### src/rtl/pic_pkg.sv
// pic_pkg: shared constants for the programmable interrupt controller.
//   NUM_IRQ_DEFAULT      number of request lines in the default build
//   SPURIOUS_VEC_DEFAULT vector returned when nothing is eligible at intack
//   PIC_MASK/PEND/ISR/EOI register offsets within the bus window
//   PIC_BASE             base address of the window, for the top-level decoder
// Optional feature macro: PIC_NESTING_EN (in-service tracking and EOI).
package pic_pkg;
    localparam int          NUM_IRQ_DEFAULT      = 8;
    localparam logic [15:0] SPURIOUS_VEC_DEFAULT = 16'h0007;

    localparam logic [1:0]  PIC_MASK = 2'd0;
    localparam logic [1:0]  PIC_PEND = 2'd1;
    localparam logic [1:0]  PIC_ISR  = 2'd2;
    localparam logic [1:0]  PIC_EOI  = 2'd3;

    localparam logic [11:0] PIC_BASE = 12'hA00;
endpackage

### src/rtl/pic_if.sv
// pic_if: CPU-side connection of the interrupt controller.
//   sel/a/we/wdata/rdata  memory-mapped register access (rdata combinational)
//   intack/int_out/vector interrupt request and acknowledge handshake
// master = CPU / bus side, slave = controller.
interface pic_if;
    logic        sel;
    logic [1:0]  a;
    logic        we;
    logic [15:0] wdata;
    logic [15:0] rdata;
    logic        intack;
    logic        int_out;
    logic [15:0] vector;

    modport master (
        output sel, a, we, wdata, intack,
        input  rdata, int_out, vector
    );

    modport slave (
        input  sel, a, we, wdata, intack,
        output rdata, int_out, vector
    );
endinterface

### src/rtl/pic_prio_enc.sv
// pic_prio_enc: combinational priority encoder, index 0 highest priority.
//   req   N-bit request vector
//   valid any request bit set
//   idx   index of the lowest set bit (0 when valid=0)
module pic_prio_enc #(
    parameter int N  = 8,
    parameter int IW = 3
) (
    input  logic [N-1:0]  req,
    output logic          valid,
    output logic [IW-1:0] idx
);

    // Scan from the lowest priority upward so the highest-priority hit wins.
    always_comb begin
        valid = |req;
        idx   = {IW{1'b0}};
        for (int i = N - 1; i >= 0; i--) begin
            idx = req[i] ? IW'(i) : idx;
        end
    end

endmodule

### src/rtl/pic_controller.sv
// pic_controller: 8-input programmable interrupt controller.
//   clk, reset  clock and synchronous active-high reset
//   irq         rising-edge sensitive device requests
//   bus         pic_if.slave: register window (MASK/PEND/ISR/EOI) plus
//               intack / int_out / vector handshake with the CPU
// Build option PIC_NESTING_EN: in-service register gating lower-priority
// requests, cleared through EOI writes. Without it ISR reads 0.
module pic_controller
    import pic_pkg::*;
#(
    parameter int          NUM_IRQ      = NUM_IRQ_DEFAULT,
    parameter logic [15:0] SPURIOUS_VEC = SPURIOUS_VEC_DEFAULT
) (
    input  logic               clk,
    input  logic               reset,
    input  logic [NUM_IRQ-1:0] irq,
    pic_if.slave               bus
);

    localparam int IW = (NUM_IRQ > 1) ? $clog2(NUM_IRQ) : 1;

    logic [NUM_IRQ-1:0] irq_d_r, mask_r, pend_r, isr_s;
    logic [NUM_IRQ-1:0] edge_s, limit_s, elig_s, w1c_s, ack_clr_s;
    logic               intack_d_r;
    logic [IW-1:0]      vec_q_r, elig_idx_s, isr_idx_s;
    logic               elig_valid_s, isr_valid_s;
    logic               ack_first_s, commit_s, wr_s;
    logic [15:0]        vector_s, rdata_s;
    logic               unused_s;

`ifdef PIC_NESTING_EN
    logic [NUM_IRQ-1:0] isr_r;
    logic [NUM_IRQ-1:0] eoi_clr_s;
    assign isr_s = isr_r;
`else
    assign isr_s = {NUM_IRQ{1'b0}};
`endif

    assign edge_s      = irq & ~irq_d_r;
    assign wr_s        = bus.sel & bus.we;
    assign ack_first_s = bus.intack & ~intack_d_r;
    assign commit_s    = ack_first_s & elig_valid_s;
    assign unused_s    = ^bus.wdata[15:NUM_IRQ];

    pic_prio_enc #(.N(NUM_IRQ), .IW(IW)) u_isr_enc (
        .req   (isr_s),
        .valid (isr_valid_s),
        .idx   (isr_idx_s)
    );

    pic_prio_enc #(.N(NUM_IRQ), .IW(IW)) u_elig_enc (
        .req   (elig_s),
        .valid (elig_valid_s),
        .idx   (elig_idx_s)
    );

    // Priority ceiling: only levels strictly above the active service level pass.
    always_comb begin
        limit_s = {NUM_IRQ{1'b0}};
        for (int i = 0; i < NUM_IRQ; i++) begin
            if (!isr_valid_s) begin
                limit_s[i] = 1'b1;
            end else begin
                limit_s[i] = (i < int'(isr_idx_s));
            end
        end
    end

    assign elig_s      = pend_r & ~mask_r & limit_s;
    assign bus.int_out = elig_valid_s;

    // PEND clear sources: software W1C and the acknowledged level.
    always_comb begin
        w1c_s     = {NUM_IRQ{1'b0}};
        ack_clr_s = {NUM_IRQ{1'b0}};
        if (wr_s && (bus.a == PIC_PEND)) begin
            w1c_s = bus.wdata[NUM_IRQ-1:0];
        end else begin
            w1c_s = {NUM_IRQ{1'b0}};
        end
        for (int i = 0; i < NUM_IRQ; i++) begin
            ack_clr_s[i] = commit_s && (i == int'(elig_idx_s));
        end
    end

    // Vector: live encoder result on the first intack cycle, latched index after.
    always_comb begin
        vector_s = SPURIOUS_VEC;
        if (!bus.intack) begin
            vector_s = SPURIOUS_VEC;
        end else if (ack_first_s) begin
            vector_s = elig_valid_s ? {{(16 - IW){1'b0}}, elig_idx_s} : SPURIOUS_VEC;
        end else begin
            vector_s = {{(16 - IW){1'b0}}, vec_q_r};
        end
    end

    assign bus.vector = vector_s;

    // Register read mux; EOI is write-only.
    always_comb begin
        rdata_s = 16'h0000;
        if (bus.sel) begin
            case (bus.a)
                PIC_MASK: rdata_s = {{(16 - NUM_IRQ){1'b0}}, mask_r};
                PIC_PEND: rdata_s = {{(16 - NUM_IRQ){1'b0}}, pend_r};
                PIC_ISR:  rdata_s = {{(16 - NUM_IRQ){1'b0}}, isr_s};
                default:  rdata_s = 16'h0000;
            endcase
        end else begin
            rdata_s = 16'h0000;
        end
    end

    assign bus.rdata = rdata_s;

    // Edge/acknowledge history, MASK, PEND (edge set beats any clear) and vec_q.
    always_ff @(posedge clk) begin
        if (reset) begin
            irq_d_r    <= {NUM_IRQ{1'b0}};
            intack_d_r <= 1'b0;
            mask_r     <= {NUM_IRQ{1'b0}};
            pend_r     <= {NUM_IRQ{1'b0}};
            vec_q_r    <= {IW{1'b0}};
        end else begin
            irq_d_r    <= irq;
            intack_d_r <= bus.intack;
            if (wr_s && (bus.a == PIC_MASK)) begin
                mask_r <= bus.wdata[NUM_IRQ-1:0];
            end
            pend_r <= (pend_r & ~w1c_s & ~ack_clr_s) | edge_s;
            if (commit_s) begin
                vec_q_r <= elig_idx_s;
            end
        end
    end

`ifdef PIC_NESTING_EN
    // EOI target comes from the pre-commit ISR: specific index or highest level.
    always_comb begin
        eoi_clr_s = {NUM_IRQ{1'b0}};
        if (wr_s && (bus.a == PIC_EOI)) begin
            for (int i = 0; i < NUM_IRQ; i++) begin
                if (bus.wdata[3]) begin
                    eoi_clr_s[i] = (i == int'(bus.wdata[2:0]));
                end else begin
                    eoi_clr_s[i] = isr_valid_s && (i == int'(isr_idx_s));
                end
            end
        end else begin
            eoi_clr_s = {NUM_IRQ{1'b0}};
        end
    end

    // In-service register: EOI clears, acknowledge commit sets.
    always_ff @(posedge clk) begin
        if (reset) begin
            isr_r <= {NUM_IRQ{1'b0}};
        end else begin
            isr_r <= (isr_r & ~eoi_clr_s) | ack_clr_s;
        end
    end
`endif

endmodule

### src/flat_wrapper.sv
// flat-port wrapper written by rule: the top's interface ports become plain ports
module pic_controller_flat import pic_pkg::*;
#(
    parameter int          NUM_IRQ      = NUM_IRQ_DEFAULT,
    parameter logic [15:0] SPURIOUS_VEC = SPURIOUS_VEC_DEFAULT
)
  (clk, reset, irq, bus_sel, bus_a, bus_we, bus_wdata, bus_intack, bus_rdata, bus_int_out, bus_vector);
  pic_if bus_i ();
  input  logic clk;
  input  logic reset;
  input  logic [NUM_IRQ-1:0] irq;
  input wire logic [$bits(bus_i.sel)-1:0] bus_sel;
  input wire logic [$bits(bus_i.a)-1:0] bus_a;
  input wire logic [$bits(bus_i.we)-1:0] bus_we;
  input wire logic [$bits(bus_i.wdata)-1:0] bus_wdata;
  input wire logic [$bits(bus_i.intack)-1:0] bus_intack;
  output wire logic [$bits(bus_i.rdata)-1:0] bus_rdata;
  output wire logic [$bits(bus_i.int_out)-1:0] bus_int_out;
  output wire logic [$bits(bus_i.vector)-1:0] bus_vector;
  assign bus_i.sel = bus_sel;
  assign bus_i.a = bus_a;
  assign bus_i.we = bus_we;
  assign bus_i.wdata = bus_wdata;
  assign bus_i.intack = bus_intack;
  assign bus_rdata = bus_i.rdata;
  assign bus_int_out = bus_i.int_out;
  assign bus_vector = bus_i.vector;
  pic_controller #(.NUM_IRQ(NUM_IRQ), .SPURIOUS_VEC(SPURIOUS_VEC)) u_core (.clk(clk), .reset(reset), .irq(irq), .bus(bus_i));
endmodule
### config.mk
export PLATFORM = sky130hd
export DESIGN_NAME = pic_controller_flat
export DESIGN_NICKNAME = d
export VERILOG_FILES = /design/src/rtl/pic_pkg.sv /design/src/rtl/pic_if.sv /design/src/rtl/pic_prio_enc.sv /design/src/rtl/pic_controller.sv /design/src/flat_wrapper.sv
export SDC_FILE = /design/constraint.sdc
export NUM_CORES = 1
export LEC_CHECK = 0
export ABC_AREA = 1
export BUFFER_PORTS_ARGS = -buffer_cell sky130_fd_sc_hd__clkbuf_2
export CAP_MARGIN = 10
export CORE_ASPECT_RATIO = 0.8
export CORE_MARGIN = 5
export CORE_UTILIZATION = 33
export CTS_BUF_LIST = sky130_fd_sc_hd__clkbuf_8
export CTS_CLUSTER_DIAMETER = 30
export CTS_CLUSTER_SIZE = 20
export DETAILED_ROUTE_END_ITERATION = 8
export GPL_ROUTABILITY_DRIVEN = 0
export GPL_TIMING_DRIVEN = 1
export SLEW_MARGIN = 20
export SYNTH_ARGS = -nofsm -noshare
export SYNTH_HDL_FRONTEND = slang
export SYNTH_SLANG_ARGS = --single-unit
### constraint.sdc
create_clock -name clk -period 1.7 [get_ports clk]
set_clock_uncertainty 0.05 [all_clocks]
set_input_delay 0.255 -clock clk [delete_from_list [all_inputs] [get_ports clk]]
set_output_delay 0.255 -clock clk [all_outputs]
set_load 0.02 [all_outputs]
==> results.py <==
metrics = {
    "route": {
        "dr.pass1.iters": 4,
        "num_vias": 1478,
        "drt-total-wl_um": 3890,
        "drt_iter0_drc": 73,
        "vias_per_cell": 4.20,
        "routedWlPerCell_um": 11.1,
        "detail-route-antenna-nets": 0,
        "drc": 0,
    },
    "power_and_ir_drop": {
        "power.density_nw_per_um2": 861,
        "power_frac_comb_pct": 28.7,
        "total_power_mw": 1.78,
        "vdd_ir_drop_max_mv": 0.365,
        "clkPwrFrac_pct": 29.8,
        "leakage_nw": 1.03,
        "internal_power_mw": 1.23,
        "p_sw_uw": 553,
        "seqPwrFrac_pct": 41.5,
        "swShare_pct": 31.1,
    },
    "cts": {
        "clock_path_buffers": 2,
        "cts_htree_levels": 1,
        "root_buffer": "clkbuf_8",
        "path_clk_slew_ns": 0.10,
        "clock-sinks": 28,
        "cts_tree": "yes",
        "clk_latency_ns": 0.28,
        "cts-buffers-inserted": 3,
    },
    "floorplan": {
        "dieHeight_um": 73.0,
        "rows": 23,
        "start_util_pct": 33.3,
        "die_w_um": 88.8,
        "fp.dieArea_um2": 6490,
        "core_um2": 4920,
        "io_pins": 64,
    },
    "worst_setup_path": {
        "reg2reg_depth": 11,
        "crit_arrival_ns": 1.49,
        "crit_fanout": 2,
        "worstPathRequired_ns": 1.39,
        "start_kind": "flip-flop",
        "endpoint_kind": "primary output",
        "critPathKind": "flip-flop to primary output",
    },
    "synth": {
        "synth-edff-count": 0,
        "yosysWarningCount": 0,
        "synth_cell_types": 24,
        "netlist_instances": 237,
        "synth_seq_cells": 28,
        "synth_flop_cell": "dfxtp_1",
        "syn_area_um2": 1640,
        "syn_area_per_cell_um2": 6.92,
        "synthArstFlopShare_pct": 0,
        "ys_seq_area_share_pct": 34.2,
    },
    "layout": {
        "final_cell_mix": "49 x nand2_1, 31 x clkbuf_2, 29 x inv_1",
        "multi_input_area_um2": 857,
        "fin_cells": 352,
        "ff_latch_area_um2": 579,
        "design_area_um2": 2070,
        "drive_gt1_share_pct": 39.3,
        "final_nets": 322,
        "syn2layout_area_growth_pct": 26.3,
        "layout_commonest_cell": "nand2_1",
        "num_antenna_cells": 0,
        "nFillCells": 509,
    },
    "sta": {
        "finalCritPeriodShare_pct": 106,
        "hold_viol": 0,
        "rsz0062_at_grt": "true",
        "setup_violations": 2,
        "fin_crit_ns": 1.79,
        "drv_slew": 0,
        "fin_setup_tns_ns": -0.148,
        "fmax_mhz": 557,
        "fin_ws_ns": -0.0941,
    },
    "place": {
        "placed_area_um2": 1820,
        "place.detailed.hpwl_um": 2800,
        "dp_cells": 333,
        "port_buffers": 34,
    },
    "flow_run": {
        "max-cap-violations": 0,
    },
    "status": {
        "status": "finished, violations left",
        "violations": "setup timing",
    },
    "global_routing": {
        "gr-usage-all-layers_pct": 12.7,
        "first_global_vias": 1377,
        "antenna_found_initial": 0,
        "grt_max_degree": 19,
        "grt-ovfl-total": 0,
        "grt_pass1_wl_um": 6340,
    },
    "min_path": {
        "min_path_cells": 3,
        "hold_class": "input port to flip-flop",
    },
}
==> final timing paths <==
path,startpoint,slack [ns],to
worst max-delay path,u_core.mask_r[6],-0.09,bus_vector[0]
worst min-delay path,irq[7],0.12,u_core.irq_d_r[7]
worst max register to register,u_core.pend_r[7],0.23,u_core.pend_r[7]
worst min register to register,u_core.irq_d_r[1],0.41,u_core.pend_r[1]
==> state kept, by name, summed over array words and instances, names as in the netlist <==
name / count
u_core.pend_r: 8
u_core.mask_r: 8
u_core.vec_q_r: 3
u_core.irq_d_r: 8
u_core.intack_d_r: 1
==> cell type report <==
cell class,count,area share (%)
Sequential cell,28,28.0
Clock inverter,1,1.45
Timing Repair Buffer,53,16.0
Inverter,41,7.44
Tap cell,62,3.75
Clock buffer,3,2.00
Multi-Input combinational cell,164,41.4
==> Yosys cell counts (2+ instances only) <==
| cell | instances | area [um^2] |
|---|---|---|
| dfxtp_1 | 28 | 561 |
| o21ai_1 | 7 | 35.0 |
| nand4_1 | 3 | 18.8 |
| inv_2 | 6 | 22.5 |
| nand3_1 | 10 | 50.1 |
| nor2_1 | 18 | 67.6 |
| clkbuf_1 | 2 | 7.51 |
| inv_1 | 34 | 128 |
| nand2_2 | 6 | 37.5 |
| nor3_2 | 3 | 30.0 |
| a21oi_1 | 18 | 90.1 |
| nor2_4 | 2 | 22.5 |
| o21ai_0 | 8 | 40.0 |
| buf_4 | 21 | 158 |
| nand2_1 | 56 | 210 |
| nand2_4 | 7 | 78.8 |
==> routing by layer <==
metal	GRT usage, %	share of wire (%)	vias to the layer above
met5	0	0	-
met4	4.53	1.6	0
met3	3.61	7.9	7
met2	20.1	45	50
met1	16.5	46	633
li1	-	-	788
==> critical path, cell delays in order (launching register included) <==
cell      delay [ns]
dfxtp_2         0.33
inv_2           0.07
nand2_4         0.06
nand2_2         0.06
nand2_1         0.04
nand2_1         0.07
nand2_2         0.06
nand2_4         0.07
nand2_4         0.06
nand2_4         0.06
nand2_1         0.04
o21ai_1         0.07
nand2_1         0.07
clkbuf_8        0.15
==> metrics by stage <==
| stage | hold WS (ns) | utilization, % | setup slack, ns |
|---|---|---|---|
| after floorplan | 0.324 | - | 0.0699 |
| after global placement | 0.385 | 37.0 | 0.119 |
| after detailed placement | 0.390 | 37.0 | 0.0858 |
| after CTS | 0.111 | 40.9 | -0.104 |
| after global routing | 0.113 | 42.1 | -0.211 |
| final | 0.116 | 42.1 | -0.0941 |
==> power groups by stage <==
stage	clock, mW	sequential, mW	combinational, mW
2_1_floorplan	0	0.740	0.347
3_3_place_gp	0	0.745	0.408
3_5_place_dp	0	0.746	0.410
4_1_cts	0.541	0.736	0.475
5_1_grt	0.568	0.746	0.566
6_report	0.530	0.739	0.511
==> kinds of logic (layout without fill, tap and decap cells) <==
group | count (synthesis) | after routing | share of synthesized area, %
and+or+nand+nor | 109 | 109 | 34.7
buffers and inverters | 65 | 98 | 19.8
AOI/OAI and AO/OA | 34 | 34 | 11.1
DFF | 28 | 28 | 34.2
other | 1 | 21 | 0.229
==> repair_timing <==
action	in CTS	in global routing
gates resized for setup	25	11
hold buffers	0	0
setup buffers	10	5
setup endpoints to repair	2	3
pin swaps	9	7
(Power assumes the default switching activity.)
